`config.mk`:
```
export PLATFORM = sky130hd
export DESIGN_NAME = iomem_arbiter
export DESIGN_NICKNAME = d
export VERILOG_FILES = /design/src/rtl/iomem_arbiter.sv
export SDC_FILE = /design/constraint.sdc
export NUM_CORES = 1
export LEC_CHECK = 0
export BUFFER_PORTS_ARGS = -buffer_cell sky130_fd_sc_hd__buf_4
export CAP_MARGIN = 20
export CELL_PAD_IN_SITES_DETAIL_PLACEMENT = 0
export CELL_PAD_IN_SITES_GLOBAL_PLACEMENT = 2
export CORE_MARGIN = 4
export CORE_UTILIZATION = 10
export DETAILED_ROUTE_END_ITERATION = 8
export PLACE_DENSITY_LB_ADDON = 0.15
export SLEW_MARGIN = 0
export SYNTH_ARGS = -nofsm -noshare
export SYNTH_HDL_FRONTEND = slang
export SYNTH_SLANG_ARGS = --single-unit
```
`constraint.sdc`:
```
create_clock -name clk -period 1.4 [get_ports clk]
set_clock_uncertainty 0.2 [all_clocks]
set_input_delay 0.21 -clock clk [delete_from_list [all_inputs] [get_ports clk]]
set_output_delay 0.21 -clock clk [all_outputs]
set_load 0.01 [all_outputs]
```
`src/rtl/iomem_arbiter.sv`:
```
// iomem_arbiter: two-master round-robin arbiter for the PicoSoC iomem bus.
// Define IOMEM_ARB_TIMEOUT_EN to enable the watchdog that ends unacknowledged transactions.
module iomem_arbiter #(
  parameter int unsigned TIMEOUT_CYCLES = 255,
  parameter logic [31:0] ERR_RDATA = 32'hDEAD_BEEF
) (
  input  logic        clk,
  input  logic        resetn,
  input  logic        m0_valid,
  output logic        m0_ready,
  input  logic [3:0]  m0_wstrb,
  input  logic [31:0] m0_addr,
  input  logic [31:0] m0_wdata,
  output logic [31:0] m0_rdata,
  input  logic        m1_valid,
  output logic        m1_ready,
  input  logic [3:0]  m1_wstrb,
  input  logic [31:0] m1_addr,
  input  logic [31:0] m1_wdata,
  output logic [31:0] m1_rdata,
  output logic        s_valid,
  input  logic        s_ready,
  output logic [3:0]  s_wstrb,
  output logic [31:0] s_addr,
  output logic [31:0] s_wdata,
  input  logic [31:0] s_rdata,
  output logic [1:0]  grant,
  output logic        timeout_err,
  input  logic        err_clr
);
  typedef enum logic {IDLE, BUSY} state_t;
  state_t state_q, state_d;
  logic [1:0] grant_q, grant_d;
  logic last_q, last_d;
  logic busy, sel1, req, tmo, done;
  assign busy = state_q == BUSY;
  assign sel1 = grant_q[1];
  assign req = busy & (sel1 ? m1_valid : m0_valid);
  // Reset low aborts the transaction: no master sees a ready in that cycle.
  assign done = resetn & req & (s_ready | tmo);
  assign s_valid = req;
  assign s_wstrb = busy ? (sel1 ? m1_wstrb : m0_wstrb) : '0;
  assign s_addr = busy ? (sel1 ? m1_addr : m0_addr) : '0;
  assign s_wdata = busy ? (sel1 ? m1_wdata : m0_wdata) : '0;
  assign m0_ready = done & grant_q[0];
  assign m1_ready = done & grant_q[1];
  assign m0_rdata = m0_ready ? (tmo ? ERR_RDATA : s_rdata) : '0;
  assign m1_rdata = m1_ready ? (tmo ? ERR_RDATA : s_rdata) : '0;
  assign grant = grant_q;
`ifdef IOMEM_ARB_TIMEOUT_EN
  logic [15:0] tcnt_q, tcnt_d;
  logic terr_q, terr_d;
  assign tmo = req & ~s_ready & (tcnt_q == 16'(TIMEOUT_CYCLES - 1));
  // Held at zero while idle so every transaction starts counting from 0.
  assign tcnt_d = busy ? (s_ready ? tcnt_q : tcnt_q + 16'd1) : '0;
  assign terr_d = tmo | (terr_q & ~err_clr);
  always_ff @(posedge clk)
    if (!resetn) begin
      tcnt_q <= '0;
      terr_q <= 1'b0;
    end else begin
      tcnt_q <= tcnt_d;
      terr_q <= terr_d;
    end
  assign timeout_err = terr_q;
`else
  logic unused_cfg;
  assign unused_cfg = err_clr ^ (TIMEOUT_CYCLES == 0);
  assign tmo = 1'b0;
  assign timeout_err = 1'b0;
`endif
  always_comb begin
    state_d = state_q;
    grant_d = grant_q;
    last_d = last_q;
    if (!busy) begin
      if (m0_valid | m1_valid) begin
        state_d = BUSY;
        grant_d = (m0_valid & m1_valid) ? (last_q ? 2'b01 : 2'b10) : {m1_valid, m0_valid};
      end
    end else if (!req | done) begin
      state_d = IDLE;
      grant_d = '0;
      last_d = done ? sel1 : last_q;
    end
  end
  always_ff @(posedge clk)
    if (!resetn) begin
      state_q <= IDLE;
      grant_q <= '0;
      last_q <= 1'b1;
    end else begin
      state_q <= state_d;
      grant_q <= grant_d;
      last_q <= last_d;
    end
endmodule

```
==> reports/metrics.csv <==
stage;metric;value;unit
layout;commonest cells after routing, fill and taps aside;buf_4, mux2i_1, nor2_1, and2_1, buf_12;
yosys;Mean Syn Cell Area;6.658;µm²
yosys;Netlist cell types;21;
layout;final instance area;4698;µm²
grt;antenna violations before repair;0;
critical_path;FF-to-FF setup slack;-210;ps
floorplan;DIE HEIGHT;137.5;µm
clock_network;clk sink count;4;
clock_network;Num CTS Buffers;3;
critical_path;Worst Path Required;990;ps
sta;Final Hold Fails;0;
floorplan;Core Area;16520;µm²
yosys;cell taking the most area after synthesis;mux2i_1;
grt;first-pass GRT wire length;14810;µm
sta;# setup viols final;138;
clock_network;hold buffers post-CTS;0;
place;area of placed instances;4476;µm²
power_and_ir_drop;clock share of power;0.258;
critical_path;Critical Path End Type;output port;
clock_network;Worst-Skew Late Latency;230;ps
grt;grt total ovfl;0;
power_and_ir_drop;register share of total power;0.072;
layout;fin util;0.2843;
floorplan;total die area;18910;µm²
detailed_routing;drt first pass iters;4;
worst_hold_path;Hold Crit Class;in -> reg;
yosys;#FFs+latches synth;4;
detailed_routing;Avg Vias per Cell;3.664;
worst_hold_path;Worst Min Path Start;resetn;
grt;GRT Total Usage;0.09865;
critical_path;reg-to-reg startpoint;grant[1];
critical_path;CP Launch Type;flip-flop;
power_and_ir_drop;Worst IR Drop VDD;0.2600;mV
yosys;sequential-to-total area share from yosys stat;0.04773;
layout;Fillers;1801;
floorplan;row cnt;47;
clock_network;H-Tree Level Count;1;
detailed_routing;routed len/inst;13.58;µm
yosys;Cells after Synth;252;
flow_run;Max Cap Viol;0;
detailed_routing;Via Count;2898;
power_and_ir_drop;part of the power in combinational logic;0.669;
sta;final setup margin;-476.8;ps
detailed_routing;Post-Route WL;10740;µm
worst_hold_path;Hold EP;last_q;
critical_path;CP arrival;1470;ps
power_and_ir_drop;Cell Int Power;0.001232;W
layout;area delta synth->final;180.0;%
clock_network;Longest Clk Path Bufs;2;
detailed_routing;DRC;0;
sta;period utilization;1.341;
sta;RSZ-0062 raised after global routing;yes;
floorplan;# IOs;312;
place;Post-DP HPWL;9409;µm
sta;Tmin final;1877;ps
yosys;syn_nets;426;
place;GP Congestion;0.7444;
sta;TNS Setup;-52430;ps
grt;largest net degree at the start of global routing;41;
layout;commonest non-fill, non-tap cell in the layout;buf_4;
worst_hold_path;Hold Crit Depth;3;
sta;fmax;532.8;MHz
layout;layout cell share with drive strength beyond 1;0.6375;
power_and_ir_drop;sw frac;0.3116;
critical_path;crit path kind;reg -> out;
detailed_routing;Initial DRC Count;45;
clock_network;root buf cell;clkbuf_16;
yosys;Synth top area share;0.4116;
clock_network;CTS tree;done;
critical_path;r2r endpoint;grant[0];
clock_network;clock slew at reported path FFs;30;ps
status;failing checks;negative setup slack;
power_and_ir_drop;Net Sw Power;0.0005577;W
floorplan;initial core utilization;0.1015;
yosys;yosys warns;0;
sta;max-slew violations;0;
layout;final layout net count;746;
detailed_routing;antenna viol nets, final;0;
place;I/O Buffers;309;
layout;non-filler cells, final;791;
layout;number of diodes;0;
yosys;post-synthesis cell area;1678;µm²
critical_path;cell count of the worst reg-to-reg path;5;
place;Inst Count DP;784;
floorplan;die width;137.5;µm
grt;vias in the first global route;2929;
status;outcome;finished with violations;
yosys;top cells by area, synth;mux2i_1, and2_1, nor2_1;
power_and_ir_drop;LEAKAGE;2.394;nW
critical_path;Crit Path Max Fanout;25;
power_and_ir_drop;total power divided by cell area;381.0;nW/µm²
[area by class of cell]
class / count / area [µm²] / area share
repair buffers: 337 / 2670 / 0.5683
multi-input cells: 225 / 1584 / 0.3372
well taps: 220 / 275.3 / 0.05859
flip-flops and latches: 4 / 83.83 / 0.01784
clock buffers: 4 / 78.83 / 0.01678
inverters: 1 / 6.256 / 0.001332
[layer usage]
layer  global-route usage  wire (µm)  vias to the layer above
met5                    0          0                        -
met4              0.02938        149                        0
met3              0.03506       1425                       10
met2               0.2025       5875                      187
met1              0.08795       3288                     1241
li1                     -          -                     1460
[metrics by stage]
| stage | hold WS, ps | setup slack, ps | power, W |
|---|---|---|---|
| after floorplan | 96.22 | -115.9 | 0.0005501 |
| after global placement | 298.1 | -238.6 | 0.001284 |
| after detailed placement | 299.0 | -250.5 | 0.001281 |
| after CTS | 141.6 | -493.5 | 0.001797 |
| after global routing | 148.9 | -538.6 | 0.001904 |
| final | 140.5 | -476.8 | 0.001790 |
[cell usage after synthesis]
master    instances
buf_4             1
nand3_1           1
clkinv_1          1
clkbuf_1          8
buf_2            13
nor3b_2           1
nand2_1           4
and2_1           64
conb_1            1
mux2i_1          69
a221o_1           2
nand3b_1          1
nor3_1            1
nor2b_1           4
a21boi_0          1
nor2_2            1
nand2b_1          1
o21ai_0           3
and3_1            2
nor2_1           69
dfxtp_1           4
[registers in the layout (all words and copies together), names as in the netlist]
register,cells
grant,2
busy,1
last_q,1
[how the worst max path moves through the flow]
stage	start	end	cells past startpoint
after CTS	grant[1]	m0_rdata[10]	5
after global routing	grant[1]	m0_rdata[2]	5
after floorplan	grant[1]	m0_rdata[10]	4
after global placement	grant[1]	s_wdata[13]	5
after detailed placement	grant[1]	m0_rdata[10]	5
final	grant[1]	m0_rdata[10]	5
[power by group through the flow]
| stage | Combinational (W) | Sequential, W | Clock (W) |
|---|---|---|---|
| final | 0.00120 | 0.000130 | 0.000463 |
| after global routing | 0.00130 | 0.000130 | 0.000475 |
| after CTS | 0.00120 | 0.000129 | 0.000467 |
| after global placement | 0.00116 | 0.000129 | 0 |
| after floorplan | 0.000417 | 0.000133 | 0 |
| after detailed placement | 0.00115 | 0.000129 | 0 |
[kinds of logic after synthesis]
group,after synthesis,synth area share
AOI/OAI and AO/OA,6,0.02535
DFF,4,0.04773
other,1,0.002235
muxes,69,0.4116
and+or+nand+nor,149,0.4497
buffers and inverters,23,0.06338
[repair_timing]
action                                  4_1_cts  5_1_grt
endpoints found under the setup margin      139      138
buffers inserted                              1        1
resized for setup                            14        7
cloned                                        1        0
[critical path, stage by stage (launching register included)]
cell and delay [ps]:
dfxtp_4 360, mux2i_4 200, nor3b_4 240, buf_12 180, and2_1 140, buf_4 120
Note: power is estimated with default switching activity, not from simulation.
